===== src/rtl/wall_scheduler.sv =====
// wall_scheduler: LFSR-driven random placement of 2 or 4 non-overlapping
// 64x64 walls on a 640x480 field, published atomically on a frame tick.
// Optional build macro: WALL_SCHED_OVERLAP_CHECK_EN enables the pairwise
// overlap rejection; without it only the screen-range test is applied and
// error never sets.

// Pairwise overlap test of a candidate against one shadow slot.
module wall_overlap (
   input  logic [9:0] ax,
   input  logic [9:0] ay,
   input  logic [9:0] bx,
   input  logic [9:0] by,
   input  logic       bvalid,
   output logic       hit
);
   logic [10:0] ea, eb, fa, fb, dx, dy;

   // 11-bit unsigned distance on each axis; overlap when both are under 64
   always_comb begin
      ea  = {1'b0, ax};
      eb  = {1'b0, bx};
      fa  = {1'b0, ay};
      fb  = {1'b0, by};
      dx  = (ea >= eb) ? (ea - eb) : (eb - ea);
      dy  = (fa >= fb) ? (fa - fb) : (fb - fa);
      hit = bvalid && (dx < 11'd64) && (dy < 11'd64);
   end
endmodule

module wall_scheduler (
   input  logic        Clk,
   input  logic        Reset_n,
   input  logic        frame_clk,
   input  logic        start,
   input  logic        num_walls,
   input  logic [15:0] seed,
   output logic [9:0]  X1,
   output logic [9:0]  X2,
   output logic [9:0]  X3,
   output logic [9:0]  X4,
   output logic [9:0]  Y1,
   output logic [9:0]  Y2,
   output logic [9:0]  Y3,
   output logic [9:0]  Y4,
   output logic [3:0]  wall_valid,
   output logic        busy,
   output logic        done,
   output logic        error
);
   localparam int NUM_SLOTS = 4;

`ifdef WALL_SCHED_OVERLAP_CHECK_EN
   localparam bit OVL_EN = 1'b1;
`else
   localparam bit OVL_EN = 1'b0;
`endif

   typedef enum logic [2:0] {IDLE, GEN, CHECK, NEXT, WAIT_FRAME} state_t;

   state_t                       state, state_nxt;
   logic [15:0]                  lfsr, lfsr_step;
   logic [2:0]                   fsync;
   logic                         frame_rise;
   logic                         nw_q;
   logic [1:0]                   slot;
   logic [4:0]                   attempt;
   logic [9:0]                   cand_x, cand_y;
   logic [NUM_SLOTS-1:0][9:0]    sh_x, sh_y, pub_x, pub_y;
   logic [NUM_SLOTS-1:0]         sh_valid;
   logic [NUM_SLOTS-1:0]         hit;
   logic                         in_range, accept, last_slot;
   logic                         start_acc, gen_cand, do_accept, do_reject;
   logic                         adv_slot, publish;

   // Fibonacci taps 16,14,13,11; an all-zero result is pulled back to the seed value
   always_comb begin
      lfsr_step = {lfsr[14:0], lfsr[15] ^ lfsr[13] ^ lfsr[12] ^ lfsr[10]};
      if (lfsr_step == 16'h0) lfsr_step = 16'hACE1;
   end

   // LFSR free-runs every cycle; a nonzero seed overrides it on an accepted start
   always_ff @(posedge Clk or negedge Reset_n) begin
      if (!Reset_n)                      lfsr <= 16'hACE1;
      else if (start_acc && seed != '0)  lfsr <= seed;
      else                               lfsr <= lfsr_step;
   end

   // Two-flop synchronizer plus previous-value flop for frame_clk edge detection
   always_ff @(posedge Clk or negedge Reset_n) begin
      if (!Reset_n) fsync <= '0;
      else          fsync <= {fsync[1:0], frame_clk};
   end

   assign frame_rise = fsync[1] & ~fsync[2];

   for (genvar i = 0; i < NUM_SLOTS; i++) begin : g_ovl
      wall_overlap u_ovl (
         .ax     (cand_x),
         .ay     (cand_y),
         .bx     (sh_x[i]),
         .by     (sh_y[i]),
         .bvalid (sh_valid[i]),
         .hit    (hit[i])
      );
   end

   assign in_range  = (cand_x <= 10'd575) && (cand_y <= 10'd415);
   assign accept    = in_range && !(OVL_EN && (|hit));
   assign last_slot = nw_q ? (slot == 2'd3) : (slot == 2'd1);
   assign busy      = (state != IDLE);

   // FSM state register
   always_ff @(posedge Clk or negedge Reset_n) begin
      if (!Reset_n) state <= IDLE;
      else          state <= state_nxt;
   end

   // Next-state and datapath strobes
   always_comb begin
      state_nxt = state;
      start_acc = 1'b0;
      gen_cand  = 1'b0;
      do_accept = 1'b0;
      do_reject = 1'b0;
      adv_slot  = 1'b0;
      publish   = 1'b0;
      case (state)
         IDLE: begin
            if (start) begin
               start_acc = 1'b1;
               state_nxt = GEN;
            end
         end
         GEN: begin
            gen_cand  = 1'b1;
            state_nxt = CHECK;
         end
         CHECK: begin
            if (accept) begin
               do_accept = 1'b1;
               state_nxt = NEXT;
            end else begin
               do_reject = 1'b1;
               state_nxt = (attempt == 5'd31) ? NEXT : GEN;
            end
         end
         NEXT: begin
            if (last_slot) state_nxt = WAIT_FRAME;
            else begin
               adv_slot  = 1'b1;
               state_nxt = GEN;
            end
         end
         WAIT_FRAME: begin
            if (frame_rise) begin
               publish   = 1'b1;
               state_nxt = IDLE;
            end
         end
         default: state_nxt = IDLE;
      endcase
   end

   // Placement datapath: latched config, candidate, shadow slots, attempts, sticky error
   always_ff @(posedge Clk or negedge Reset_n) begin
      if (!Reset_n) begin
         nw_q     <= 1'b0;
         slot     <= '0;
         attempt  <= '0;
         cand_x   <= '0;
         cand_y   <= '0;
         sh_x     <= '0;
         sh_y     <= '0;
         sh_valid <= '0;
         error    <= 1'b0;
      end else begin
         if (start_acc) begin
            nw_q     <= num_walls;
            slot     <= '0;
            attempt  <= '0;
            sh_x     <= '0;
            sh_y     <= '0;
            sh_valid <= '0;
            error    <= 1'b0;
         end
         if (gen_cand) begin
            cand_x <= lfsr[9:0];
            cand_y <= {1'b0, lfsr[15:7]};
         end
         if (do_accept) begin
            sh_x[slot]     <= cand_x;
            sh_y[slot]     <= cand_y;
            sh_valid[slot] <= 1'b1;
            attempt        <= '0;
         end
         // 32nd rejection gives up on this slot; it stays invalid
         if (do_reject) begin
            if (attempt == 5'd31) begin
               attempt <= '0;
               if (OVL_EN) error <= 1'b1;
            end else begin
               attempt <= attempt + 5'd1;
            end
         end
         if (adv_slot) slot <= slot + 2'd1;
      end
   end

   // Visible layout changes only in the publish cycle, so a frame never tears
   always_ff @(posedge Clk or negedge Reset_n) begin
      if (!Reset_n) begin
         pub_x      <= '0;
         pub_y      <= '0;
         wall_valid <= '0;
         done       <= 1'b0;
      end else begin
         done <= publish;
         if (publish) begin
            pub_x      <= sh_x;
            pub_y      <= sh_y;
            wall_valid <= sh_valid;
         end
      end
   end

   assign X1 = pub_x[0];
   assign X2 = pub_x[1];
   assign X3 = pub_x[2];
   assign X4 = pub_x[3];
   assign Y1 = pub_y[0];
   assign Y2 = pub_y[1];
   assign Y3 = pub_y[2];
   assign Y4 = pub_y[3];

endmodule


===== config.mk =====
export PLATFORM = sky130hd
export DESIGN_NAME = wall_scheduler
export DESIGN_NICKNAME = d
export VERILOG_FILES = /design/src/rtl/wall_scheduler.sv
export SDC_FILE = /design/constraint.sdc
export NUM_CORES = 1
export LEC_CHECK = 0
export ABC_AREA = 1
export BUFFER_PORTS_ARGS = -buffer_cell sky130_fd_sc_hd__buf_2
export CAP_MARGIN = 10
export CORE_MARGIN = 2
export CORE_UTILIZATION = 49
export DETAILED_ROUTE_END_ITERATION = 10
export GPL_ROUTABILITY_DRIVEN = 0
export PLACE_DENSITY_LB_ADDON = 0.15
export REMOVE_ABC_BUFFERS = 1
export SYNTH_ARGS = -nofsm -noshare
export SYNTH_HDL_FRONTEND = slang
export SYNTH_SLANG_ARGS = --single-unit

===== constraint.sdc =====
create_clock -name Clk -period 2.9 [get_ports Clk]
set_input_delay 0.58 -clock Clk [delete_from_list [all_inputs] [get_ports Clk]]
set_output_delay 0.58 -clock Clk [all_outputs]
set_load 0.02 [all_outputs]

==> metrics.cfg, run 1 <==
[clocking]
clock_latency_ps=510
cts-root-buf=clkbuf_16
holdBufCountCts=0
h-tree-depth=1
numCtsBuffers=24
postCtsSetupRepairBufs=0
clkSlewWorstSetupHoldPaths_ps=60
cts_tree=built
ctsResizeCount=0
clk_path_buf_depth=3
clock-sinks=215

[global_routing]
grt_max_degree=89
grt_antenna_before_repair=0
grt_pass1_vias=6883
grt_overflow=0
grt_pass1_wl_mm=34.5
gr-usage-all-layers_pct=21.0

[cells_and_area]
ff_latch_area_um2=5390
area_delta_synth_final_pct=16.4
multiInputGateArea_um2=3450
drive_gt1_share_pct=14.8
reg_top3=sh_x x40, sh_y x40, lfsr x16
fillers=1711
nets=1245

[timing]
finalHoldViolCount=0
max_freq_mhz=440
worst_slack_ps=627
setup_violations=0
tightest_slew_ps=926
min_period_over_period_pct=78.4
max-slew-margin-rel_pct=38.3
clock_skew_ps=8.66
min_period_ps=2270
drv_slew=0
rsz0062_at_grt=false

[synthesis]
synth_top_cell_by_area=dfrtp_1
synth-edff-count=0
synthTopCellsByArea=dfrtp_1 56%, nand2_1 22%, o21ai_0 7.4%, o21ai_1 3.0%, dfstp_2 2.3%
yosysUniqueCellTypes=26
ys_ff_latch=215
netlist.area_leader.share_pct=55.7
synthArstFlopShare_pct=100
synth_seq_area_share_pct=58.0
syn_area_um2=9300
yosysMostFrequentCell=nand2_1
ys_warn_count=0
syn_avg_cell_area_um2=8.19
ys.flop_type=dfrtp_1
netlist_top_cells_count=545 x nand2_1, 207 x dfrtp_1, 138 x o21ai_0
synth_cells=1135

[pwr]
leakagePower_nw=5.70
powerDensity_nw_per_um2=951
finalPower_mw=10.3
vdd_drop_max_mv=0.670

[detailed_routing]
post-route-drc-count=0
first_iter_violations=508
dr.pass1.iters=5
vias=7451
wire_per_inst_um=14.1
totalWireLength_mm=20.7
vias_per_cell=5.08
antenna_left=0

[die]
num_io_pins=108
start_util_pct=49.9
rows=50
fp.dieW_um=142
fp.dieH_um=142
core_um2=18600
die_area_um2=20100

[critical_path]
critPathMaxFanout=41
required_ps=3270
cp_num_buf_inv=1
crit_arrival_ps=2640
path_class=flop to flop
end_kind=flop
cp.depth=6
cpMaxStageDelayCell=dfrtp_1
critPathTopFamily=simple AND/OR/NAND/NOR gates
cp_cell_sequence=nor2_4 > nand3_4 > inv_2 > nand2_2 > nor2_1 > a21oi_1
slowest_delay_ps=470
worstRegToRegCells=6
cp-start-kind=flop

[place]
hpwl_mm=13.1
dpl_worst_slack_ps=631
io_buffer_count=106

[flow_run]
drv_cap=0

[outcome]
status=finished clean

[hold_path]
hold_class=input port to asynchronous set/reset pin

-- kinds of logic after synthesis --
kind of cell	Yosys count	synth area share [%]
other	1	0.0403
DFF	215	58.0
buffers and inverters	107	5.13
AOI/OAI and AO/OA	208	11.2
and+or+nand+nor	597	24.7
adders and majority gates	6	0.807
xor gates and xnor gates	1	0.0942
-- routing by layer --
layer | vias up | wire length [um] | GRT usage (%)
met2 | 158 | 9290 | 32.6
met5 | - | 0 | 0
met4 | 0 | 341 | 4.89
li1 | 3757 | - | -
met1 | 3509 | 10100 | 31.5
met3 | 27 | 905 | 2.94
-- per-stage QoR --
| stage | area, um^2 | hold WS, ps | utilization (%) | TNS (ps) | instances |
|---|---|---|---|---|---|
| 6_report | 10800 | 68.6 | 58.0 | 0 | 1468 |
| 5_1_grt | 10800 | 101 | 58.0 | 0 | 1467 |
| 3_5_place_dp | 10000 | 336 | 53.7 | 0 | 1426 |
| 3_3_place_gp | 10000 | 333 | 53.7 | 0 | 1426 |
| 2_1_floorplan | 8980 | 284 | - | -88170 | 1070 |
| 4_1_cts | 10800 | 72.2 | 58.0 | 0 | 1467 |
-- area by class of cell --
class | instances | share of cell area (%)
Multi-Input combinational cell | 813 | 31.9
Clock buffer | 31 | 6.45
Antenna cell | 1 | 0.0231
Tap cell | 234 | 2.71
Timing Repair Buffer | 122 | 6.68
Sequential cell | 215 | 49.8
Inverter | 42 | 1.46
Clock inverter | 10 | 0.960
-- power breakdown --
group	switching [mW]	internal, mW
registers	0.546	3.78
clock network	1.19	1.87
logic	1.99	0.913
-- final timing paths --
check | slack [ps] | endpoint | startpoint
min in group Clk | 180 | fsync[0]$_DFF_PN0_ | frame_clk
max in group asynchronous | 2030 | lfsr[10]$_DFF_PN1_ | Reset_n
setup reg to reg | 630 | lfsr[1]$_DFF_PN0_ | state[0]$_DFFE_PN0P_
hold reg to reg | 350 | fsync[1]$_DFF_PN0_ | fsync[0]$_DFF_PN0_
setup / recovery | 630 | lfsr[1]$_DFF_PN0_ | state[0]$_DFFE_PN0P_
hold / removal | 70 | Y3[0]$_DFFE_PN0P_ | Reset_n
-- placed cells by master, fill, tap and decap left out, types with 2 or more instances in the layout --
master / n
buf_12: 5
o21ai_0: 138
inv_1: 37
nand3_1: 13
nand2_1: 545
nor2_1: 31
dfrtp_1: 207
inv_2: 5
clkbuf_8: 5
nand3_4: 2
nor2_4: 2
buf_2: 105
bufinv_16: 2
ha_1: 6
clkinv_2: 7
a21oi_1: 13
buf_4: 11
o21ai_1: 55
dfstp_2: 8
clkbuf_16: 25
(Power assumes the default switching activity.)
==> run 2: changes to the inputs <==
- clock period: 2.9 -> 1.9 ns (I/O delays scaled with it)
==> run 2 against run 1 <==
Compared with the run above:
- global-route usage shrank 0.19 points
- clock power grew 51%
- critical path depth shrank 3
- register-to-register slack lost 430 ps
- via count shrank 0.16%
- combinational power grew 63%
- critical path type is now flop to output port
==> metrics.cfg, run 2 (same netlist as run 1, synthesis figures left out) <==
[outcome]
status=finished clean

[clocking]
clkSlewWorstSetupHoldPaths_ps=60  ; about the same
clock-sinks=215  ; unchanged
h-tree-depth=1  ; unchanged
clk_path_buf_depth=3  ; unchanged
cts_tree=built
numCtsBuffers=23  ; -4.2%
clock_latency_ps=500  ; about the same
cts-root-buf=clkbuf_16

[detailed_routing]
antenna_left=0  ; unchanged
post-route-drc-count=0  ; unchanged
wire_per_inst_um=14.1  ; +0.29%
dr.pass1.iters=7  ; +2
first_iter_violations=520  ; +2.4%
vias_per_cell=5.02  ; -1.1%
totalWireLength_mm=20.9  ; +1.2%
vias=7439  ; -0.16%

[timing]
min_period_over_period_pct=94.9
max_freq_mhz=555
clock_skew_ps=14.2  ; +5.58 ps
finalHoldViolCount=0  ; unchanged
tns_ps=0  ; unchanged
setup_violations=0  ; unchanged
drv_slew=0  ; unchanged
rsz0062_at_grt=false
min_period_ps=1800
hold_slack_ps=106  ; +37.9 ps
worst_slack_ps=96.6  ; -531 ps

[critical_path]
worstSetupStartpoint=state[0]$_DFFE_PN0P_
path_class=flop to output port
r2r_setup_slack_ps=200  ; -430 ps
cp-start-kind=flop
worstRegToRegCells=7  ; +1
cp.depth=3  ; -3
crit_path_end=busy
slowest_delay_ps=460  ; about the same
r2r-start=state[0]$_DFFE_PN0P_
critPathTopFamily=flip-flops
end_kind=output port
cp_cell_sequence=nor2_4 > nand2_1 > buf_2
cp_num_buf_inv=1  ; unchanged
crit_arrival_ps=1420  ; -1220 ps
critPathMaxFanout=5  ; -88%
cpMaxStageDelayCell=dfrtp_1
reg2reg_to=lfsr[3]$_DFF_PN0_
required_ps=1520  ; -1750 ps

[die]
die_area_um2=20100  ; unchanged
rows=50  ; unchanged
num_io_pins=108  ; unchanged
fp.dieW_um=142  ; unchanged
fp.dieH_um=142  ; unchanged
core_um2=18600  ; unchanged
start_util_pct=49.9  ; unchanged

[cells_and_area]
area_delta_synth_final_pct=18.3
fillers=1688  ; -1.3%
mostFrequentLayoutCell=nand2_1
nets=1259  ; +1.1%
layoutNonFillerInstCount=1482  ; +0.95%
post-route-util_pct=59.0  ; +0.95 points
drive_gt1_share_pct=15.4  ; +0.62 points
final_area_um2=11000  ; +1.6%
reg_top3=sh_x x40, sh_y x40, lfsr x16
diodes=0  ; -1
final_cell_mix=545 x nand2_1, 207 x dfrtp_1, 138 x o21ai_0

[global_routing]
grt_antenna_before_repair=0  ; unchanged
grt_pass1_wl_mm=34.0  ; -1.3%
grt_max_degree=89  ; unchanged
grt_pass1_vias=6747  ; -2.0%
grt_overflow=0  ; unchanged
gr-usage-all-layers_pct=20.8  ; -0.19 points

[place]
hpwl_mm=13.4  ; +2.4%
io_buffer_count=106  ; unchanged
place_area_um2=10100  ; +1.2%
dpl_worst_slack_ps=145  ; -486 ps
post-place-cells=1436  ; +0.70%

[pwr]
leakagePower_nw=5.78  ; +1.4%
finalPower_mw=15.9  ; +55%
powerDensity_nw_per_um2=1440  ; +52%
vdd_drop_max_mv=1.32  ; +97%

[hold_path]
hold_class=input port to flop
hold_depth=3

[flow_run]
drv_cap=0  ; unchanged

==> run 2: power by group <==
group	total, mW	internal, mW	switching (mW)	leakage [nW]
sequential	6.55	5.77	0.782	2.89
clock	4.62	2.86	1.76	0.389
combinational	4.72	1.56	3.16	2.50
total	15.9	10.2	5.70	5.78
==> run 2: routing by layer <==
metal	vias up	global-route usage, %	routed length [um]
met5	-	0	0
met4	0	4.68	351
met3	24	2.80	864
met2	145	33.1	9540
met1	3489	30.6	10200
li1	3781	-	-
==> run 2: worst min path at each step <==
stage,from,to
6_report,num_walls,nw_q$_DFFE_PN0P_
3_3_place_gp,fsync[0]$_DFF_PN0_,fsync[1]$_DFF_PN0_
3_5_place_dp,fsync[0]$_DFF_PN0_,fsync[1]$_DFF_PN0_
2_1_floorplan,Reset_n,X1[0]$_DFFE_PN0P_
4_1_cts,num_walls,nw_q$_DFFE_PN0P_
5_1_grt,num_walls,nw_q$_DFFE_PN0P_
==> run 2: worst register-to-register path, cell delays in order (launching register included) <==
cell     delay (ps)
dfrtp_1         460
nor2_4          170
buf_4           140
nand3_4          90
inv_2           260
nand2_4         220
nor2_1          160
a21oi_1          50
==> run 2: cell type report <==
cell class / count / area [um^2] / share of cell area (%)
sequential: 215 / 5390 / 49.0
multi-input combinational: 813 / 3460 / 31.4
timing repair buffer: 137 / 908 / 8.26
clock buffer: 33 / 673 / 6.12
tap: 234 / 293 / 2.66
inverter: 42 / 158 / 1.43
clock inverter: 8 / 118 / 1.07
==> run 2: what timing repair did <==
action,4_1_cts,5_1_grt
hold buffers,2,0
endpoints found under the setup margin,0,15
resized for setup,0,1
setup buffers,0,2
endpoints found under the hold margin,54,0
